### src/rtl/accum_capture_pkg.sv
// Shared definitions for the accumulator result capture block: default
// widths, controller state encoding and the buffered snapshot entry layout.
package accum_capture_pkg;

    localparam int DEF_DATA_W      = 32;
    localparam int DEF_WINDOW_LEN  = 16;
    localparam int DEF_FIFO_DEPTH  = 8;

    typedef enum logic [1:0] {
        IDLE  = 2'd0,
        RUN   = 2'd1,
        STALL = 2'd2
    } capture_state_t;

    // One buffered snapshot at the default width. Snapshot sits in the upper
    // half so a packed {snapshot, delta} vector maps onto it directly.
    typedef struct packed {
        logic [DEF_DATA_W-1:0] snapshot;
        logic [DEF_DATA_W-1:0] delta;
    } capture_entry_t;

endpackage

### src/rtl/capture_fifo.sv
// First-word-fall-through snapshot buffer. The head is visible combinationally
// from storage one cycle after the push edge. When empty, the last popped
// word is held on the head so downstream sees stable values.
module capture_fifo #(
    parameter int WIDTH = 64,
    parameter int DEPTH = 8
) (
    input  logic                     clk,
    input  logic                     rst,
    input  logic                     push,
    input  logic [WIDTH-1:0]         push_data,
    input  logic                     pop,
    output logic [WIDTH-1:0]         head_data,
    output logic                     head_valid,
    output logic [$clog2(DEPTH):0]   count,
    output logic                     drop
);

    localparam int PTR_W = $clog2(DEPTH);
    localparam int CNT_W = PTR_W + 1;

    logic [WIDTH-1:0] mem_q [DEPTH];
    logic [PTR_W-1:0] rd_ptr_q, rd_ptr_d;
    logic [PTR_W-1:0] wr_ptr_q, wr_ptr_d;
    logic [CNT_W-1:0] count_q, count_d;
    logic [WIDTH-1:0] last_q, last_d;
    logic             empty;
    logic             full;
    logic             pop_acc;
    logic             push_acc;

    // Accept/drop decisions; a push into a full buffer is only taken when the
    // head leaves in the same cycle, since the freed slot is the one written.
    always_comb begin
        empty    = (count_q == '0);
        full     = (count_q == CNT_W'(DEPTH));
        pop_acc  = pop && !empty;
        push_acc = push && (!full || pop_acc);
        drop     = push && full && !pop_acc;
    end

    // Next-state for pointers, occupancy and the held-last-word register.
    always_comb begin
        rd_ptr_d = rd_ptr_q;
        wr_ptr_d = wr_ptr_q;
        count_d  = count_q;
        last_d   = last_q;
        if (pop_acc) begin
            rd_ptr_d = rd_ptr_q + PTR_W'(1);
            last_d   = mem_q[rd_ptr_q];
        end
        if (push_acc) begin
            wr_ptr_d = wr_ptr_q + PTR_W'(1);
        end
        case ({push_acc, pop_acc})
            2'b10:   count_d = count_q + CNT_W'(1);
            2'b01:   count_d = count_q - CNT_W'(1);
            default: count_d = count_q;
        endcase
    end

    // Control registers with synchronous reset.
    always_ff @(posedge clk) begin
        if (rst) begin
            rd_ptr_q <= '0;
            wr_ptr_q <= '0;
            count_q  <= '0;
            last_q   <= '0;
        end else begin
            rd_ptr_q <= rd_ptr_d;
            wr_ptr_q <= wr_ptr_d;
            count_q  <= count_d;
            last_q   <= last_d;
        end
    end

    // Storage array; never read while empty, so it needs no reset.
    always_ff @(posedge clk) begin
        if (push_acc) begin
            mem_q[wr_ptr_q] <= push_data;
        end
    end

    // Head presentation: live entry when occupied, otherwise the last one out.
    always_comb begin
        head_valid = !empty;
        head_data  = empty ? last_q : mem_q[rd_ptr_q];
        count      = count_q;
    end

endmodule

### src/rtl/accum_result_capture.sv
// Windowed snapshot capture of an upstream running sum. Every WINDOW_LEN
// counted cycles the current sum and its difference from the previous
// snapshot are pushed into a small FWFT buffer for a downstream consumer.
//
// state | meaning
// ------+---------------------------------------------------------------
// IDLE  | capture disabled; window counter holds its value
// RUN   | capture enabled, upstream adder active; cycles are counted
// STALL | capture enabled, upstream adder bypassed; counter holds
module accum_result_capture
    import accum_capture_pkg::*;
#(
    parameter int DATA_W     = DEF_DATA_W,
    parameter int WINDOW_LEN = DEF_WINDOW_LEN,
    parameter int FIFO_DEPTH = DEF_FIFO_DEPTH
) (
    input  logic                          clk,
    input  logic                          capture_reset,
    input  logic [DATA_W-1:0]             added_result,
    input  logic                          adder_bypass,
    input  logic                          capture_enable,
    output logic [DATA_W-1:0]             result_data,
    output logic [DATA_W-1:0]             result_delta,
    output logic                          result_valid,
    input  logic                          result_ready,
    output logic                          window_done,
    output logic [$clog2(FIFO_DEPTH):0]   fifo_count,
    output logic                          overflow_flag
);

    localparam int                CNT_W    = $clog2(WINDOW_LEN);
    localparam logic [CNT_W-1:0]  CNT_LAST = CNT_W'(WINDOW_LEN - 1);
    localparam int                ENTRY_W  = 2 * DATA_W;

    capture_state_t      state_q, state_d;
    logic [CNT_W-1:0]    cnt_q, cnt_d;
    logic [DATA_W-1:0]   prev_q, prev_d;
    logic                window_done_q, window_done_d;
    logic                overflow_q, overflow_d;

    logic                count_en;
    logic                boundary;
    logic [ENTRY_W-1:0]  push_entry;
    logic [ENTRY_W-1:0]  head_entry;
    logic                head_valid;
    logic                fifo_drop;

    // State register.
    always_ff @(posedge clk) begin
        if (capture_reset) begin
            state_q <= IDLE;
        end else begin
            state_q <= state_d;
        end
    end

    // Next-state: disabling capture always returns to IDLE.
    always_comb begin
        state_d = state_q;
        if (!capture_enable) begin
            state_d = IDLE;
        end else begin
            case (state_q)
                IDLE:    state_d = RUN;
                RUN:     state_d = adder_bypass ? STALL : RUN;
                STALL:   state_d = adder_bypass ? STALL : RUN;
                default: state_d = IDLE;
            endcase
        end
    end

    // Counting qualifier taken straight from the inputs so the first enabled
    // cycle out of IDLE already counts; the state only lags these inputs.
    always_comb begin
        count_en = capture_enable && !adder_bypass;
        boundary = count_en && (cnt_q == CNT_LAST);
    end

    // Window counter, previous-snapshot tracking and status flags.
    always_comb begin
        cnt_d         = cnt_q;
        prev_d        = prev_q;
        window_done_d = boundary;
        overflow_d    = overflow_q | fifo_drop;
        if (count_en) begin
            cnt_d = boundary ? '0 : cnt_q + CNT_W'(1);
        end
        // Previous snapshot advances even when the entry itself is dropped,
        // so the next delta spans exactly one window.
        if (boundary) begin
            prev_d = added_result;
        end
        push_entry = {added_result, added_result - prev_q};
    end

    // Control registers with synchronous reset.
    always_ff @(posedge clk) begin
        if (capture_reset) begin
            cnt_q         <= '0;
            prev_q        <= '0;
            window_done_q <= 1'b0;
            overflow_q    <= 1'b0;
        end else begin
            cnt_q         <= cnt_d;
            prev_q        <= prev_d;
            window_done_q <= window_done_d;
            overflow_q    <= overflow_d;
        end
    end

    capture_fifo #(
        .WIDTH (ENTRY_W),
        .DEPTH (FIFO_DEPTH)
    ) u_fifo (
        .clk        (clk),
        .rst        (capture_reset),
        .push       (boundary),
        .push_data  (push_entry),
        .pop        (result_ready),
        .head_data  (head_entry),
        .head_valid (head_valid),
        .count      (fifo_count),
        .drop       (fifo_drop)
    );

    // Output unpacking.
    always_comb begin
        result_data   = head_entry[ENTRY_W-1:DATA_W];
        result_delta  = head_entry[DATA_W-1:0];
        result_valid  = head_valid;
        window_done   = window_done_q;
        overflow_flag = overflow_q;
    end

endmodule

### config.mk
export PLATFORM = sky130hd
export DESIGN_NAME = accum_result_capture
export DESIGN_NICKNAME = d
export VERILOG_FILES = /design/src/rtl/accum_capture_pkg.sv /design/src/rtl/capture_fifo.sv /design/src/rtl/accum_result_capture.sv
export SDC_FILE = /design/constraint.sdc
export NUM_CORES = 1
export LEC_CHECK = 0
export CELL_PAD_IN_SITES_DETAIL_PLACEMENT = 2
export CELL_PAD_IN_SITES_GLOBAL_PLACEMENT = 2
export CORE_MARGIN = 3
export CORE_UTILIZATION = 45
export DETAILED_ROUTE_END_ITERATION = 10
export MAX_ROUTING_LAYER = met4
export PLACE_DENSITY_LB_ADDON = 0.05
export SYNTH_ARGS = -nofsm -noshare
export SYNTH_HDL_FRONTEND = slang
export SYNTH_SLANG_ARGS = --single-unit
export TNS_END_PERCENT = 20
### constraint.sdc
create_clock -name clk -period 10.1 [get_ports clk]
set_clock_uncertainty 0.05 [all_clocks]
set_input_delay 1.515 -clock clk [delete_from_list [all_inputs] [get_ports clk]]
set_output_delay 1.515 -clock clk [all_outputs]
set_load 0.01 [all_outputs]
* Yosys cells after proc, flatten, opt, wreduce, memory -nomap -nowiden
Memory sizes are Yosys's and may differ from the RTL's. A register that Yosys moved wholly into a read port is not among the register bits.
Index checks and enable logic that the tools add are counted.
** Storage, ports and cells
- Bits in registers :: 112
- RAM bits :: 512
- Bits of input ports :: 37
- Output and inout bits :: 71
- Memories :: 1
** Cells by class
- $add $sub $neg :: 6
- Equality and inequality tests :: 4
- Muxes and demuxes :: 7
- Bitwise gates (word level) :: 1
- Reductions and logical operators :: 13
** Memories
- u_fifo.mem_q :: words 8, width 64, rd ports 1, clocked after memory_dff 1, wr ports 1, line capture_fifo.sv:22 : logic [WIDTH-1:0] mem_q [DEPTH];
** Operator list (count)
- $mux 64 :: 1
- $sub 32x32->32 :: 1
- $add 4x1->4 const B :: 2
- $eq 4x4->1 const B :: 2
- $pmux 4 s2 :: 1
- $add 3x1->3 const B :: 2
- $logic_and 1x1->1 :: 6
- $mux 3 :: 2
- $logic_not 1->1 :: 4
- $logic_not 4->1 :: 1
- $mux 4 :: 1
- $sub 4x1->4 const B :: 1
- $eq 2x1->1 const B :: 1
- $eq 2x2->1 const B :: 1
- $mux 1 :: 2
- $reduce_bool 2->1 :: 1
- $logic_or 1x1->1 :: 1
- $or 1x1->1 :: 1

* Logic depth before layout (Yosys ltp)
Gate-level depths: netlist of run 1.
- Word-level depth :: 7
- Mapped depth :: 13
- Gate-level depth less buffers :: 11

* Modules after synthesis
From an unflattened synthesis of run 1, not the netlist that was laid out.
** Unflattened totals
- Cell total of the unflattened synthesis :: 1612
- Area total of the unflattened synthesis :: 25424.4 sq um
** By module, submodules not included
- capture_fifo :: times used 1, cells each 1169, area an instance 22268.9 sq um
- accum_result_capture :: times used 1, cells each 443, area an instance 3155.5 sq um

* Worst setup path after synthesis of run 1
No wires, ideal clock.
- Path type :: in2reg
- Start point :: input adder_bypass
- End point :: memory u_fifo.mem_q[0][0], enable pin
- Library setup time :: 644 ps
- Data arrival time :: 8460 ps
- Data required time :: 9406 ps
- Slack :: 947 ps
- Stages on the path :: 5
- Buffers on the path :: 1
- Cell sequence :: and2b_1 -> nand4_1 -> or2_2 -> clkbuf_1 -> nor4_1
** On the way
- Word-level cells in the longest chain between the ends :: 6
** Ends and longest elaborated chain
- start, declared :: line accum_result_capture.sv:20 : input logic adder_bypass,
- $logic_not 1->1 :: line accum_result_capture.sv:75 : count_en = capture_enable && !adder_bypass;
- $logic_and 1x1->1 :: line accum_result_capture.sv:75
- $logic_and 1x1->1 :: line accum_result_capture.sv:76 : boundary = count_en && (cnt_q == CNT_LAST);
- $logic_and 1x1->1 :: line capture_fifo.sv:38 : push_acc = push && (!full || pop_acc);
- $mux 1 :: line capture_fifo.sv:79 : if (push_acc) begin
- $mux 1 (implied by the code) :: line capture_fifo.sv:80 : mem_q[wr_ptr_q] <= push_data;
- end, declared :: line capture_fifo.sv:22
No other way between the ends.

==> impl_metrics.prom, run 1 <==
# TYPE chip_impl_metric gauge
chip_impl_metric{name="layout-drive-gt1-share",unit="%"} 19.1
chip_impl_info{name="unrepaired_setup_endpoints_after_global_routing",value="no"} 1
chip_impl_metric{name="fin_crit",unit="ps"} 5820
chip_impl_metric{name="synth.mux.area_fraction",unit="%"} 13.8
chip_impl_metric{name="hpwlAfterDp",unit="um"} 42900
chip_impl_metric{name="pin_count_of_the_biggest_net_entering_global_routing",unit=""} 72
chip_impl_metric{name="cp_data_required_time",unit="ps"} 8540
chip_impl_metric{name="fp.dieArea",unit="mm2"} 0.0607
chip_impl_info{name="synth.top_cells.by_area",value="sky130_fd_sc_hd__edfxtp_1 (59%), sky130_fd_sc_hd__mux4_2 (11%), sky130_fd_sc_hd__dfxtp_1 (8.9%)"} 1
chip_impl_metric{name="syn_inst",unit=""} 1623
chip_impl_info{name="tritoncts",value="yes"} 1
chip_impl_metric{name="pwr_density_cell",unit="mW/mm2"} 181
chip_impl_info{name="synth.largest_area_cell",value="sky130_fd_sc_hd__edfxtp_1"} 1
chip_impl_metric{name="vdd_drop_max",unit="uV"} 136
chip_impl_metric{name="tritoncts.num_buffers",unit=""} 69
chip_impl_metric{name="clk_pin_slew",unit="ps"} 60
chip_impl_metric{name="number_of_hold_repair_buffers_added_at_the_cts_stage",unit=""} 0
chip_impl_metric{name="final_util",unit="%"} 52.9
chip_impl_metric{name="max_cap_viol_count",unit=""} 0
chip_impl_metric{name="die-height",unit="um"} 246
chip_impl_info{name="hold_path_class",value="flop to flop"} 1
chip_impl_metric{name="coreArea",unit="mm2"} 0.0567
chip_impl_info{name="worst_setup_path_end_kind",value="output port"} 1
chip_impl_info{name="criticalPathCategory",value="flop to output port"} 1
chip_impl_metric{name="wirelength_met1",unit="um"} 30600
chip_impl_info{name="crit_chain",value="buf_4 > mux4_2 > mux2i_1 > a21oi_1 > clkdlybuf4s50_1"} 1
chip_impl_metric{name="synth_area_per_cell",unit="um2"} 16.0
chip_impl_metric{name="drt-pass1-iter-count",unit=""} 5
chip_impl_metric{name="yosys.cell_types.count",unit=""} 63
chip_impl_info{name="critical_path.top_delay_family",value="buffers and inverters"} 1
chip_impl_metric{name="post-layout-total-power",unit="mW"} 5.41
chip_impl_metric{name="drv_slew",unit=""} 0
chip_impl_metric{name="timing.final.crit_share",unit="%"} 57.6
chip_impl_metric{name="gp_routability_congestion",unit=""} 0.804
chip_impl_metric{name="post_cts.repair.setup_buffers",unit=""} 0
chip_impl_metric{name="nNetsFinal",unit=""} 1807
chip_impl_metric{name="via_count_of_the_routed_design",unit=""} 14800
chip_impl_metric{name="crit_arrival",unit="ps"} 4250
chip_impl_metric{name="regArea",unit="mm2"} 0.0177
chip_impl_metric{name="initial_antenna_violation_count",unit=""} 0
chip_impl_metric{name="synth_xor_area_share",unit="%"} 1.21
chip_impl_metric{name="postRouteWirelength",unit="um"} 70400
chip_impl_metric{name="placedInstanceArea",unit="mm2"} 0.0278
chip_impl_metric{name="grt_pass1_vias",unit=""} 16800
chip_impl_metric{name="synth-simple-area-share",unit="%"} 5.18
chip_impl_metric{name="clock_sink_count",unit=""} 627
chip_impl_metric{name="pin_count",unit=""} 108
chip_impl_info{name="most-common-layout-cells",value="sky130_fd_sc_hd__edfxtp_1 (512), sky130_fd_sc_hd__nor2_1 (157), sky130_fd_sc_hd__a21oi_1 (135), sky130_fd_sc_hd__mux4_2 (128), sky130_fd_sc_hd__dfxtp_1 (112)"} 1
chip_impl_metric{name="post-route-cell-area",unit="mm2"} 0.0300
chip_impl_info{name="synth_flop_cell",value="sky130_fd_sc_hd__edfxtp_1"} 1
chip_impl_metric{name="global_route.usage.total",unit="%"} 24.6
chip_impl_metric{name="clock_path_buffers",unit=""} 3
chip_impl_metric{name="routed-wl-met3",unit="um"} 2570
chip_impl_metric{name="starting_drc_count_in_detailed_routing",unit=""} 1014
chip_impl_metric{name="critical_path_peak_fanout",unit=""} 65
chip_impl_metric{name="number_of_enable_type_register_cells_in_the_synthesized_netlist",unit=""} 512
chip_impl_metric{name="cpPeakStageDelay",unit="ps"} 960
chip_impl_metric{name="ys.warnings.count",unit=""} 0
chip_impl_metric{name="slew_headroom",unit="%"} 6.47
chip_impl_metric{name="htreeDepth",unit=""} 3
chip_impl_metric{name="die_w",unit="um"} 246
chip_impl_info{name="final_common_cell",value="sky130_fd_sc_hd__edfxtp_1"} 1
chip_impl_metric{name="initial_utilization",unit="%"} 45.8
chip_impl_info{name="critical_path.startpoint_type",value="flop"} 1
chip_impl_metric{name="routed-wl-met2",unit="um"} 36000
chip_impl_metric{name="antenna_cells",unit=""} 0
chip_impl_metric{name="timing.final.setup_violations",unit=""} 0
chip_impl_metric{name="grt_pass1_wl",unit="um"} 108000
chip_impl_metric{name="remaining_drc_errors",unit=""} 0
chip_impl_metric{name="vias_per_cell",unit=""} 5.82
chip_impl_metric{name="area_growth",unit="%"} 15.4
chip_impl_info{name="outcome",value="complete, no violations"} 1
chip_impl_metric{name="yosysSeqAreaShare",unit="%"} 68.0
chip_impl_metric{name="synth_compound_gate_area_share",unit="%"} 7.56
chip_impl_metric{name="drt.antenna.violating_nets",unit=""} 0
chip_impl_metric{name="routedWlPerCell",unit="um"} 27.7
chip_impl_metric{name="synth_largest_type_area_fraction",unit="%"} 59.2
chip_impl_metric{name="yosys.area_share.adder",unit="%"} 1.89
chip_impl_metric{name="cellLeakagePower",unit="nW"} 9.18
chip_impl_metric{name="cts_resized",unit=""} 0
chip_impl_metric{name="count_of_input_and_output_buffers",unit=""} 107
chip_impl_metric{name="fillerInstances",unit=""} 5058
chip_impl_metric{name="fmax",unit="MHz"} 172
chip_impl_metric{name="gr_overflow_total",unit=""} 0
chip_impl_metric{name="synth.cell_area",unit="mm2"} 0.0260
chip_impl_metric{name="hold_viol_final",unit=""} 0
chip_impl_metric{name="postSynthRegisterBits",unit=""} 627
chip_impl_info{name="critPathSlowestCell",value="sky130_fd_sc_hd__dfxtp_4"} 1
chip_impl_metric{name="multi_input_comb_area",unit="mm2"} 0.00775
chip_impl_info{name="highest_layer",value="met4"} 1
chip_impl_metric{name="synthArstFlopShare",unit="%"} 0
chip_impl_metric{name="rows",unit=""} 87
chip_impl_info{name="cts.root.buffer_cell",value="sky130_fd_sc_hd__clkbuf_16"} 1
chip_impl_metric{name="clk_latency",unit="ps"} 610
chip_impl_info{name="synth_top_family_by_area",value="multiplexers"} 1
chip_impl_metric{name="worst-path-buf-inv",unit=""} 2
chip_impl_metric{name="worst_pin_slew",unit="ps"} 1390
chip_impl_metric{name="mapped_nets",unit=""} 1698
chip_impl_metric{name="tns",unit="ps"} 0
-- cell families after synthesis --
| logic type | Yosys count |
|---|---|
| flip-flops | 627 |
| adder cells (fa/ha/maj) | 38 |
| AO/OA/AOI/OAI | 264 |
| XOR/XNOR | 36 |
| multiplexers | 197 |
| AND/OR/NAND/NOR | 321 |
| buffers and inverters | 140 |
-- tightest hold or removal path: cells and delay by family, from the launching register on --
kind	cells	cell delay [ps]
DFF	1	310
AOI/OAI and AO/OA	1	50
and+or+nand+nor	1	50
-- final timing paths --
kind	depth (start not counted)	to	from	slack, ps
worst max register to register	9	u_fifo.mem_q[0][18]	prev_q[0]	6370
worst min-delay path	2	prev_q[23]	prev_q[23]	410
worst min register to register	2	prev_q[23]	prev_q[23]	410
worst max-delay path	5	result_delta[16]	flop	4280
-- where the power goes --
part,total (mW),switching (mW),internal (mW)
clock network,2.42,1.02,1.40
registers,2.81,0.000432,2.81
logic,0.175,0.130,0.0455
-- registers in the layout (all words and copies together) (netlist names), named ones only --
name	flops
cnt_q	4
overflow_flag	1
prev_q	32
u_fifo.count	4
u_fifo.last_q	64
u_fifo.mem_q	512
u_fifo.rd_ptr_q	3
u_fifo.wr_ptr_q	3
window_done	1
-- through the flow --
step	cells	worst slack [ps]	hold WS, ps
floorplan	1623	947	386
global placement	2417	4610	392
detailed placement	2417	4300	399
CTS	2543	4090	408
global route	2543	3920	430
finish	2543	4280	407
-- per-layer routing --
layer	global-route usage [%]	up-vias
li1	-	6477
met1	32.1	7937
met2	41.5	290
met3	3.00	92
met4	6.08	0
met5	-	-
-- Yosys cell counts (all sizes together), types with 2 or more instances --
library cell  count
buf              31
o31ai             2
clkbuf           63
mux2i            68
dfxtp           115
or4               2
nand3             9
xor2             10
nand4             8
a311oi            2
nor4              4
nand2b            4
nand2           104
or3b              2
mux4            128
xnor2            26
a211oi           67
fa                2
nor2            161
a21oi           139
inv              46
o211ai            6
o21bai            2
o21ai            13
or3               2
ha               36
a211o             2
o21a              4
a21o             14
and3              3
nor2b             3
a31oi             3
nor3             11
and2              4
edfxtp          512
-- cell type report --
cell class | instances | area share (%)
sequential | 627 | 59.0
multi-input combinational | 856 | 25.8
clock buffer | 93 | 6.44
timing repair buffer | 132 | 4.20
tap | 756 | 3.15
clock inverter | 33 | 0.797
inverter | 46 | 0.576
Power figures use the tool's default switching activity.
==> run 2, diff against run 1 <==
==> constraint.sdc (replaced) <==
create_clock -name clk -period 5.6 [get_ports clk]
set_clock_uncertainty 0.05 [all_clocks]
set_input_delay 0.84 -clock clk [delete_from_list [all_inputs] [get_ports clk]]
set_output_delay 0.84 -clock clk [all_outputs]
set_load 0.01 [all_outputs]
==> impl_metrics.prom, run 2 (synthesized netlist as in run 1, its figures left out) <==
# TYPE chip_impl_metric gauge
chip_impl_info{name="outcome",value="complete, no violations"} 1
chip_impl_metric{name="initial_antenna_violation_count",unit=""} 1
chip_impl_metric{name="fmax",unit="MHz"} 231
chip_impl_metric{name="multi_input_comb_area",unit="mm2"} 0.00776
chip_impl_metric{name="cts_resized",unit=""} 0
chip_impl_info{name="top_register",value="u_fifo.mem_q"} 1
chip_impl_metric{name="die_w",unit="um"} 246
chip_impl_metric{name="routedWlPerCell",unit="um"} 28.7
chip_impl_metric{name="vias_per_cell",unit=""} 5.85
chip_impl_metric{name="grt_pass1_vias",unit=""} 16900
chip_impl_metric{name="pin_count_of_the_biggest_net_entering_global_routing",unit=""} 80
chip_impl_info{name="criticalPathCategory",value="flop to output port"} 1
chip_impl_metric{name="grt_pass1_wl",unit="um"} 112000
chip_impl_metric{name="postRouteWirelength",unit="um"} 73200
chip_impl_metric{name="fin_ws",unit="ps"} 1280
chip_impl_metric{name="regArea",unit="mm2"} 0.0177
chip_impl_metric{name="hpwlAfterDp",unit="um"} 45500
chip_impl_metric{name="area_growth",unit="%"} 15.7
chip_impl_metric{name="starting_drc_count_in_detailed_routing",unit=""} 864
chip_impl_metric{name="timing.final.setup_violations",unit=""} 0
chip_impl_metric{name="initial_utilization",unit="%"} 45.8
chip_impl_info{name="critical_path.startpoint_type",value="flop"} 1
chip_impl_metric{name="tritoncts.num_buffers",unit=""} 68
chip_impl_metric{name="drt.antenna.violating_nets",unit=""} 0
chip_impl_metric{name="htreeDepth",unit=""} 3
chip_impl_metric{name="worst_pin_slew",unit="ps"} 1220
chip_impl_info{name="tritoncts",value="yes"} 1
chip_impl_metric{name="crit_arrival",unit="ps"} 3430
chip_impl_metric{name="timing.final.crit_share",unit="%"} 77.2
chip_impl_metric{name="layout-drive-gt1-share",unit="%"} 19.3
chip_impl_metric{name="post-place-ws",unit="ps"} 897
chip_impl_metric{name="via_count_of_the_routed_design",unit=""} 14900
chip_impl_metric{name="vdd_drop_max",unit="uV"} 256
chip_impl_metric{name="remaining_drc_errors",unit=""} 0
chip_impl_metric{name="fp.dieArea",unit="mm2"} 0.0607
chip_impl_metric{name="hold_viol_final",unit=""} 0
chip_impl_metric{name="drv_slew",unit=""} 0
chip_impl_metric{name="gr_overflow_total",unit=""} 0
chip_impl_metric{name="cp_data_required_time",unit="ps"} 4710
chip_impl_metric{name="clock_sink_count",unit=""} 627
chip_impl_metric{name="post-layout-total-power",unit="mW"} 9.61
chip_impl_metric{name="fillerInstances",unit=""} 5069
chip_impl_metric{name="pwr_density_cell",unit="mW/mm2"} 320
chip_impl_metric{name="nNetsFinal",unit=""} 1818
chip_impl_metric{name="drt-pass1-iter-count",unit=""} 5
chip_impl_metric{name="count_of_input_and_output_buffers",unit=""} 107
chip_impl_info{name="cts.root.buffer_cell",value="sky130_fd_sc_hd__clkbuf_16"} 1
chip_impl_info{name="most-common-layout-cells",value="sky130_fd_sc_hd__edfxtp_1 (512), sky130_fd_sc_hd__nor2_1 (157), sky130_fd_sc_hd__a21oi_1 (135), sky130_fd_sc_hd__mux4_2 (128), sky130_fd_sc_hd__dfxtp_1 (112)"} 1
chip_impl_info{name="worst_setup_path_end_kind",value="output port"} 1
chip_impl_metric{name="post_cts.repair.setup_buffers",unit=""} 0
chip_impl_metric{name="rows",unit=""} 87
chip_impl_metric{name="coreArea",unit="mm2"} 0.0567
chip_impl_metric{name="slew_headroom",unit="%"} 18.1
chip_impl_info{name="final_common_cell",value="sky130_fd_sc_hd__edfxtp_1"} 1
chip_impl_metric{name="pin_count",unit=""} 108
chip_impl_metric{name="critical_path_peak_fanout",unit=""} 30
chip_impl_metric{name="gp_routability_congestion",unit=""} 0.822
chip_impl_metric{name="cellLeakagePower",unit="nW"} 9.20
chip_impl_metric{name="max_cap_viol_count",unit=""} 0
chip_impl_metric{name="fin_crit",unit="ps"} 4320
chip_impl_metric{name="number_of_hold_repair_buffers_added_at_the_cts_stage",unit=""} 0
chip_impl_metric{name="die-height",unit="um"} 246
chip_impl_metric{name="largest_register_ffs",unit=""} 512
chip_impl_metric{name="global_route.usage.total",unit="%"} 25.6
chip_impl_metric{name="clk_pin_slew",unit="ps"} 60
chip_impl_info{name="reg_top3",value="u_fifo.mem_q (512), u_fifo.last_q (64), prev_q (32)"} 1
chip_impl_metric{name="clk_latency",unit="ps"} 590
chip_impl_metric{name="clock_path_buffers",unit=""} 3
chip_impl_info{name="hold_path_class",value="flop to flop"} 1
chip_impl_info{name="unrepaired_setup_endpoints_after_global_routing",value="no"} 1
## run 2: cell types whose count changed in the layout (fill, tap and decap cells not counted), sizes merged
cell	before	now
bufinv	2	1
clkinvlp	1	0
buf	26	38
clkbuf	93	95
clkinv	28	26
diode	0	1
inv	48	47
## run 2: through the flow
stage               hold WS, ps  TNS (ps)  instance area, um2  utilization, %  cells
floorplan                   386   -235280               26000               -   1623
global placement            393         0               28000            49.4   2429
detailed placement          401         0               28000            49.4   2429
CTS                         408         0               30100            53.0   2552
global route                429         0               30100            53.0   2552
finish                      408         0               30100            53.0   2553
## run 2: area by class of cell
class	count	share of cell area [%]
Sequential cell	627	58.8
Timing Repair Buffer	144	4.82
Clock inverter	28	0.516
Multi-Input combinational cell	856	25.8
Inverter	46	0.574
Antenna cell	1	0.00832
Clock buffer	95	6.31
Tap cell	756	3.15
## run 2: worst max-delay path, cell delays in order (launching register included)
cell and delay [ps]:
sky130_fd_sc_hd__dfxtp_4 720, sky130_fd_sc_hd__buf_12 340, sky130_fd_sc_hd__buf_12 230, sky130_fd_sc_hd__mux4_2 520, sky130_fd_sc_hd__mux2i_1 330, sky130_fd_sc_hd__a21oi_1 130
sky130_fd_sc_hd__clkdlybuf4s50_1 500
## run 2: path summary, 6_finish.rpt
check | from | endpoint | slack (ps) | cells after the start
worst min register to register | prev_q[25] | prev_q[25] | 410 | 2
worst min-delay path | prev_q[25] | prev_q[25] | 410 | 2
worst max register to register | prev_q[16] | u_fifo.mem_q[7][26] | 2070 | 9
worst max-delay path | flop | result_delta[30] | 1280 | 6
## run 2: power by group
| group | internal (mW) | switching, mW |
|---|---|---|
| combinational | 0.0823 | 0.236 |
| sequential | 5.07 | 0.000873 |
| clock | 2.41 | 1.81 |
## run 2: routing by layer
metal  track usage (%)  up-vias  routed length (um)
met1              32.9     8008               31100
met2              43.3      322               37700
met5                 -        -                   0
li1                  -     6494                   -
met4              6.28        0                1630
met3              3.71      113                2790
